<file path="config.mk">
export PLATFORM = sky130hd
export DESIGN_NAME = tl_sram_adapter
export DESIGN_NICKNAME = d
export VERILOG_FILES = /design/src/rtl/tl_sram_adapter.sv
export SDC_FILE = /design/constraint.sdc
export NUM_CORES = 1
export LEC_CHECK = 0
export ABC_CLOCK_PERIOD_IN_PS = 4800
export CAP_MARGIN = 0
export CELL_PAD_IN_SITES_DETAIL_PLACEMENT = 0
export CELL_PAD_IN_SITES_GLOBAL_PLACEMENT = 1
export CORE_ASPECT_RATIO = 1.75
export CORE_MARGIN = 8
export CORE_UTILIZATION = 42
export CTS_CLUSTER_SIZE = 12
export DETAILED_ROUTE_END_ITERATION = 10
export DONT_BUFFER_PORTS = 1
export PLACE_DENSITY = 0.84
export SLEW_MARGIN = 20
export SYNTH_ARGS = -nofsm -noshare
export SYNTH_HDL_FRONTEND = slang
export SYNTH_SLANG_ARGS = --single-unit
</file>
<file path="constraint.sdc">
create_clock -name clk -period 4.8 [get_ports clk]
set_input_delay 0.24 -clock clk [delete_from_list [all_inputs] [get_ports clk]]
set_output_delay 0.24 -clock clk [all_outputs]
set_load 0.05 [all_outputs]
</file>
<file path="src/rtl/tl_sram_adapter.sv">
// tl_sram_adapter: TileLink-UH slave terminating A/D and servicing Get/Put bursts
// from a single-port synchronous SRAM; out-of-window or unsupported requests get denied responses.
module tl_sram_adapter #(
  parameter int SourceWidth = 1,
  parameter int SinkWidth = 1,
  parameter int AddrWidth = 56,
  parameter int DataWidth = 64,
  parameter int SizeWidth = 3,
  parameter int MemAddrWidth = 10,
  parameter logic [AddrWidth-1:0] BaseAddr = '0
) (
  input  logic                    clk,
  input  logic                    rst,
  input  logic                    a_valid_i,
  output logic                    a_ready_o,
  input  logic [2:0]              a_opcode_i,
  input  logic [2:0]              a_param_i,
  input  logic [SizeWidth-1:0]    a_size_i,
  input  logic [SourceWidth-1:0]  a_source_i,
  input  logic [AddrWidth-1:0]    a_address_i,
  input  logic [DataWidth/8-1:0]  a_mask_i,
  input  logic                    a_corrupt_i,
  input  logic [DataWidth-1:0]    a_data_i,
  output logic                    d_valid_o,
  input  logic                    d_ready_i,
  output logic [2:0]              d_opcode_o,
  output logic [1:0]              d_param_o,
  output logic [SizeWidth-1:0]    d_size_o,
  output logic [SourceWidth-1:0]  d_source_o,
  output logic [SinkWidth-1:0]    d_sink_o,
  output logic                    d_denied_o,
  output logic                    d_corrupt_o,
  output logic [DataWidth-1:0]    d_data_o,
  output logic                    mem_req_o,
  output logic                    mem_we_o,
  output logic [MemAddrWidth-1:0] mem_addr_o,
  output logic [DataWidth/8-1:0]  mem_wmask_o,
  output logic [DataWidth-1:0]    mem_wdata_o,
  input  logic [DataWidth-1:0]    mem_rdata_i
);
  localparam int LDB = $clog2(DataWidth/8);
  localparam int WB = MemAddrWidth + LDB;
  localparam int BW = 2**SizeWidth;
  localparam logic [SizeWidth-1:0] LDBS = SizeWidth'(LDB);
  typedef enum logic [1:0] {IDLE, WRITE, READ, RESP} state_e;
  state_e state_q, state_d;
  logic [2:0] op_q, op_d;
  logic [SizeWidth-1:0] size_q, size_d;
  logic [SourceWidth-1:0] src_q, src_d;
  logic [MemAddrWidth-1:0] base_q, base_d;
  logic den_q, den_d;
  logic [BW-1:0] last_q, last_d, beat_q, beat_d, rsp_q, rsp_d;
  logic [1:0][DataWidth-1:0] fifo_q, fifo_d;
  logic wp_q, wp_d, rp_q, rp_d, infl_q, infl_d;
  logic [1:0] cnt_q, cnt_d;
  logic a_den, data_ack, issue, pop, unused_w;
  logic [BW-1:0] a_last, rlast;
  logic [MemAddrWidth-1:0] a_widx;
  // opcodes 0,1,4,5 are exactly those with bit 1 clear; the window is aligned so only upper bits matter
  assign a_den = (a_address_i[AddrWidth-1:WB] != BaseAddr[AddrWidth-1:WB]) || a_opcode_i[1];
  assign a_last = (a_size_i > LDBS) ? (BW'(1) << (a_size_i - LDBS)) - BW'(1) : '0;
  assign a_widx = a_address_i[LDB +: MemAddrWidth];
  assign data_ack = op_q[2:1] == 2'b01;
  assign rlast = data_ack ? last_q : '0;
  assign unused_w = ^{a_param_i, a_address_i[LDB-1:0]};
  assign mem_wmask_o = a_mask_i;
  assign mem_wdata_o = a_data_i;
  assign d_opcode_o = state_q == READ ? 3'd1 : state_q != RESP ? 3'd0 :
                      op_q == 3'd5 ? 3'd2 : data_ack ? 3'd1 : 3'd0;
  assign d_param_o = '0;
  assign d_size_o = size_q;
  assign d_source_o = src_q;
  assign d_sink_o = '0;
  assign d_denied_o = den_q;
  assign d_corrupt_o = state_q == READ ? den_q : state_q == RESP && data_ack;
  assign d_data_o = state_q == READ ? fifo_q[rp_q] : '0;
  always_ff @(posedge clk or posedge rst) begin
    if (rst) begin
      state_q <= IDLE;
      op_q <= '0;
      size_q <= '0;
      src_q <= '0;
      base_q <= '0;
      den_q <= 1'b0;
      last_q <= '0;
      beat_q <= '0;
      rsp_q <= '0;
      fifo_q <= '0;
      wp_q <= 1'b0;
      rp_q <= 1'b0;
      infl_q <= 1'b0;
      cnt_q <= '0;
    end else begin
      state_q <= state_d;
      op_q <= op_d;
      size_q <= size_d;
      src_q <= src_d;
      base_q <= base_d;
      den_q <= den_d;
      last_q <= last_d;
      beat_q <= beat_d;
      rsp_q <= rsp_d;
      fifo_q <= fifo_d;
      wp_q <= wp_d;
      rp_q <= rp_d;
      infl_q <= infl_d;
      cnt_q <= cnt_d;
    end
  end
  always_comb begin
    state_d = state_q;
    op_d = op_q;
    size_d = size_q;
    src_d = src_q;
    base_d = base_q;
    den_d = den_q;
    last_d = last_q;
    beat_d = beat_q;
    rsp_d = rsp_q;
    fifo_d = fifo_q;
    wp_d = wp_q;
    rp_d = rp_q;
    cnt_d = cnt_q;
    infl_d = 1'b0;
    issue = 1'b0;
    pop = 1'b0;
    a_ready_o = 1'b0;
    d_valid_o = 1'b0;
    mem_req_o = 1'b0;
    mem_we_o = 1'b0;
    mem_addr_o = base_q + MemAddrWidth'(beat_q);
    case (state_q)
      IDLE: begin
        a_ready_o = 1'b1;
        mem_addr_o = a_widx;
        if (a_valid_i) begin
          op_d = a_opcode_i;
          size_d = a_size_i;
          src_d = a_source_i;
          base_d = a_widx;
          den_d = a_den;
          last_d = a_last;
          beat_d = '0;
          rsp_d = '0;
          if (!a_opcode_i[2]) begin
            mem_req_o = !a_den && !a_corrupt_i;
            mem_we_o = mem_req_o;
            beat_d = a_last == '0 ? '0 : BW'(1);
            state_d = a_last == '0 ? RESP : WRITE;
          end else begin
            state_d = a_opcode_i[1:0] == 2'b00 ? READ : RESP;
          end
        end
      end
      WRITE: begin
        a_ready_o = 1'b1;
        if (a_valid_i) begin
          mem_req_o = !den_q && !a_corrupt_i;
          mem_we_o = mem_req_o;
          beat_d = beat_q == last_q ? '0 : beat_q + BW'(1);
          state_d = beat_q == last_q ? RESP : WRITE;
        end
      end
      READ: begin
        d_valid_o = cnt_q != 2'd0;
        pop = d_valid_o && d_ready_i;
        // a beat popped this cycle frees its slot for the read issued alongside it
        issue = beat_q <= last_q && (3'(cnt_q) + 3'(infl_q)) < (3'd2 + 3'(pop));
        mem_req_o = issue && !den_q;
        beat_d = issue ? beat_q + BW'(1) : beat_q;
        infl_d = issue;
        if (infl_q) begin
          fifo_d[wp_q] = den_q ? '0 : mem_rdata_i;
          wp_d = !wp_q;
        end
        rp_d = pop ? !rp_q : rp_q;
        cnt_d = cnt_q + 2'(infl_q) - 2'(pop);
        rsp_d = pop ? rsp_q + BW'(1) : rsp_q;
        state_d = pop && rsp_q == last_q ? IDLE : READ;
      end
      RESP: begin
        d_valid_o = 1'b1;
        rsp_d = d_ready_i ? rsp_q + BW'(1) : rsp_q;
        state_d = d_ready_i && rsp_q == rlast ? IDLE : RESP;
      end
      default: state_d = IDLE;
    endcase
    if (rst) begin
      a_ready_o = 1'b0;
      d_valid_o = 1'b0;
      mem_req_o = 1'b0;
      mem_we_o = 1'b0;
    end
  end
endmodule

</file>
* Word-level counts from Yosys, hierarchy flattened
Index checks and enable logic that the tools add are counted.
Operators by class: bitwise gates (word level) 0, shift-type cells 1, multipliers 0, magnitude comparators 6, mux-type cells 47, div/mod/pow operators 0, add/subtract/negate cells 9, equal/unequal tests 14, reduce and logical (&&, ||, !) cells 29
Operators by type and width (number):
- $mux W64 | 5
- $bwmux W128 | 1
- $mux W8 | 9
- $demux W64 S1 | 1
- $pmux W8 S3 | 2
- $reduce_bool A43 Y1 | 1
- $eq A8 B8 Y1 | 3
- $mux W2 | 10
- $add A8 B1 Y8 const B | 2
- $mux W1 | 14
- $add A10 B8 Y10 | 1
- $mux W10 | 1
- $logic_and A1 B1 Y1 | 9
- $le A8 B8 Y1 | 1
- $logic_not A8 Y1 | 1
- $ne A2 B2 Y1 const B | 4
- $pmux W2 S4 | 1
- $reduce_and A2 Y1 | 4
- $reduce_and A4 Y1 | 2
- $shl A1 B3 Y8 const A | 1
- $sub A8 B1 Y8 const B | 1
- $reduce_bool A3 Y1 | 2
- $logic_not A1 Y1 | 5
- $eq A2 B1 Y1 const B | 2
- other kinds (18) | 23
Word-level totals: bits in writable memories 0, bits in latches 0, flip-flop bits (word level) 177, memories 0, output and inout port bits 162, memory bits (read-only) 0, input port bits 207

* Longest topological paths before layout
depth in word-level cells 9, depth in mapped cells 11, depth with buffers taken out 9

* Worst setup path after synthesis
OpenSTA, ideal clock, no wires.
path type register to output, start point reg infl_q, end point out mem_req_o, required time 4.560 ns, path buffers 0, cell stages (with the launch flop) 9, path slack 1.639 ns, arrival time 2.921 ns, cells stage by stage dfrtp_1 > ha_1 > ha_1 > nor2_1 > a21oi_1 > a2111o_1 > o21ai_0 > nand3_1 > a211oi_1
On the way: longest elaborated chain between the ends 6
Ends and longest elaborated chain:
- start, declared | line 54 | logic wp_q, wp_d, rp_q, rp_d, infl_q, infl_d;
- start signal, assigned | line 106 | infl_q <= infl_d;
- $add A2 B1 Y3 | line 168 | issue = beat_q <= last_q && (3'(cnt_q) + 3'(infl_q)) < (3'd2 + 3'(pop));
- $lt A3 B3 Y1 | line 168
- $logic_and A1 B1 Y1 | line 168
- $logic_and A1 B1 Y1 | line 169 | mem_req_o = issue && !den_q;
- $pmux W1 S3 | line 132 | case (state_q)
- $mux W1 | line 188 | if (rst) begin
- end, declared | line 34 | output logic mem_req_o,
Every way passes these cells.

* Worst setup path in the final report
start point reg beat_q[0], end point out mem_addr_o[8]
On the way: longest elaborated chain between the ends 2
Ends and longest elaborated chain:
- start, declared | line 52 | logic [BW-1:0] last_q, last_d, beat_q, beat_d, rsp_q, rsp_d;
- start signal, assigned | line 101 | beat_q <= beat_d;
- $add A10 B8 Y10 | line 131 | mem_addr_o = base_q + MemAddrWidth'(beat_q);
- $mux W10 | line 132
- end, declared | line 36 | output logic [MemAddrWidth-1:0] mem_addr_o,
Every way passes these cells.

==> run_results.csv <==
group,metric,value,unit
outcome,status,"complete, no violations",
grt,grt_use_total,17.0,%
die,die_w,132,um
sta,hold_viol_final,0,
synthesis,async_reset_ff_share,100,%
pwr,power_density,723,nW/um^2
detailed_routing,avgRoutedWirePerCell,17.7,um
finish,area_delta_synth_final,11.3,%
grt,grt_pass1_wl,39.3,mm
synthesis,synth_edf_count,0,
synthesis,yosysSeqAreaShare,44.8,%
detailed_routing,avgViaCountPerCell,5.35,
pwr,p_sw_share,48.9,%
pwr,peakVddDrop,0.000458,V
worst_setup_path,critPathLaunchType,"flop",
detailed_routing,vias,7442,
pwr,power,0.00796,W
sta,slew_headroom,25.5,%
synthesis,syn_inst,1096,
synthesis,yosys-top-cells-area,"dfrtp_1 45%, nand2_1 9.0%, o21ai_0 7.9%",
worst_setup_path,cp_max_fo,4,
die,io-pin-count,369,
worst_setup_path,crit_required,4.56,ns
worst_setup_path,r2r-start,"state_q[0]",
sta,period_share,71.2,%
synthesis,synth.most_common_cell,"nand2_1",
detailed_routing,wl,24.7,mm
synthesis,yosys-top-cells-count,"236 x nand2_1, 177 x dfrtp_1, 157 x o21ai_0",
synthesis,synth_seq_cells,177,
detailed_routing,ant_nets,0,
sta,worst_slew_pin_slew,1.12,ns
placed_design,place_hpwl,17.3,mm
pwr,p_sw,0.00389,W
worst_setup_path,path_cells,"ha_1, inv_1, fa_1, nor2b_1, o21ai_0, a21oi_1, o211a_1, nor3_1, o31ai_2",
synthesis,synthesis.area,9900,um^2
synthesis,synth_area_per_cell,9.03,um^2
run,timing.max_cap.violations,0,
cts,numCtsBuffers,17,
cts,clkSinkCount,177,
placed_design,portBuffers,0,
worst_setup_path,crit_start,"beat_q[0]",
sta,min_period,3.42,ns
cts,htree_levels,4,
pwr,seq_power_share,34.5,%
worst_setup_path,critPathCaptureType,"output pin",
cts,cts.reportedPaths.clkPinSlew,0.07,ns
synthesis,ys.flop_type,"dfrtp_1",
die,chipHeight,219,um
cts,postCtsSetupRepairBufs,0,
pwr,p_int,0.00407,W
worst_setup_path,critPathMaxStageDelay,0.78,ns
grt,first_global_vias,7469,
sta,maxSlewViolCount,0,
grt,grt_overflow,0,
die,coreArea,23200,um^2
synthesis,synth_largest_area_cell,"dfrtp_1",
grt,grt_max_degree,85,
detailed_routing,dr.first_iter.drc_count,460,
synthesis,ys_warn_count,0,
finish,drive_gt1_share,6.99,%
cts,cts_tree,"done",
cts,clock-root-buffer,"clkbuf_16",
sta,skew,0.00934,ns
pwr,power_frac_comb,48.1,%
cts,cts_buffer_depth,2,
worst_setup_path,crit_arrival,3.18,ns
cts,insertion_delay,0.44,ns
finish,final_nets,1311,
sta,max_freq,292,MHz
placed_design,gp_congestion,0.842,
die,start_util,42.6,%
sta,grt_setup_unrepaired,"false",
sta,tns,0,ns
synthesis,yosysTopAreaCellShare,44.8,%
detailed_routing,dr.pass1.iters,5,
min_path,min_from,"a_size_i[1]",
pwr,leakagePower,4.96,nW
grt,antenna_found_initial,1,
finish,fin_util,47.4,%
die,dieArea,28900,um^2
worst_setup_path,cp_slowest_cell,"o31ai_2",
min_path,hp-class,"in -> reg",
worst_setup_path,path_class,"reg -> out",
die,rows,74,
sta,setup_viol,0,
detailed_routing,drt_drc_violations_left,0,
synthesis,synth.distinct_cells,54,
pwr,pwr-share-clk,17.4,%
[logic make-up (layout without fill, tap and decap cells)]
logic type,Yosys count,count (layout),synth area share [%]
flip-flops,177,177,44.8
other,1,5,0.0379
AND/OR/NAND/NOR,400,400,18.8
multiplexers,86,86,8.91
adder cells (fa/ha/maj),30,30,3.87
XOR/XNOR,18,18,1.59
buffers and inverters,166,154,9.29
AO/OA/AOI/OAI,218,218,12.7
[flip-flops by register name (all words and copies together) (netlist names)]
name,count
beat_q,8
base_q,10
fifo_q,128
d_size_o,3
d_denied_o,1
d_source_o,1
rp_q,1
infl_q,1
op_q,3
last_q,8
rsp_q,8
cnt_q,2
wp_q,1
state_q,2
[worst max-delay path: cells and delay by family, from the launching register on]
family | cells | cell delay [ns]
compound gates | 4 | 1.47
simple gates | 2 | 0.17
fa+ha+maj | 2 | 0.61
flops | 1 | 0.42
buf+inv | 1 | 0.06
[final timing paths]
check,end,slack [ns],depth (start not counted)
worst max-delay path,mem_addr_o[8],1.38,9
worst min-delay path,last_q[5],0.04,2
worst max register to register,fifo_q[13],2.04,7
worst min register to register,fifo_q[57],0.48,2
max in group asynchronous,fifo_q[48],3.58,3
min in group asynchronous,beat_q[6],0.21,2
[metal layers]
metal / vias to the layer above / GRT usage (%) / wire [um]
li1: 3570 / - / -
met1: 3589 / 18.3 / 9760
met2: 211 / 29.6 / 12700
met3: 72 / 4.53 / 1320
met4: 0 / 9.62 / 929
met5: - / 0 / 0
[stage by stage]
stage	cells	hold WS, ns	setup slack (ns)	instance area, um^2
3_3_place_gp	1277	0.0434	1.83	9600
2_1_floorplan	1099	0.391	1.64	9910
5_1_grt	1391	0.0182	1.14	11000
3_5_place_dp	1277	0.0436	1.82	9600
4_1_cts	1391	0.00463	1.33	11000
6_report	1392	0.0363	1.38	11000
[power by group through the flow]
stage | clock [W] | sequential [W] | combinational (W)
finish | 0.00139 | 0.00275 | 0.00383
global route | 0.00148 | 0.00283 | 0.00419
CTS | 0.00143 | 0.00275 | 0.00387
detailed placement | 0 | 0.00278 | 0.00381
global placement | 0 | 0.00274 | 0.00375
floorplan | 0 | 0.00252 | 0.00351
[cell type report]
class	instances	area, um^2
antenna	1	2.50
clock buffer	22	454
clock inverter	10	125
fill	2206	12200
inverter	29	113
multi-input combinational	756	4600
sequential	177	4430
tap	304	380
timing repair buffer	93	907
[cell usage in the layout, fill, tap and decap left out, types with 3 or more instances in the layout]
cell type,n
inv_1,27
o21ai_1,6
nand2_1,236
a21oi_1,17
xor2_1,11
nand4_1,6
dlygate4sd3_1,82
nor2b_1,70
o21a_1,6
clkinvlp_4,4
clkbuf_1,4
nor3_1,7
nand3_1,13
or3_1,7
mux2_2,17
nand2b_1,5
a21o_1,3
o21ai_0,151
inv_6,3
dfrtp_1,176
nor4_1,14
o22ai_1,3
o31ai_2,3
or2_2,4
clkbuf_16,17
buf_4,10
conb_1,4
mux2i_1,69
nor2_1,26
o211ai_1,4
o2bb2ai_1,6
ha_1,28
xnor2_1,7
[repair_timing]
item / 4_1_cts / 5_1_grt
hold buffers: 82 / 0
endpoints found under the setup margin: 0 / 0
gates resized for setup: 0 / 0
hold endpoints to repair: 183 / 0
No activity file was read; power rests on OpenSTA's default activity.
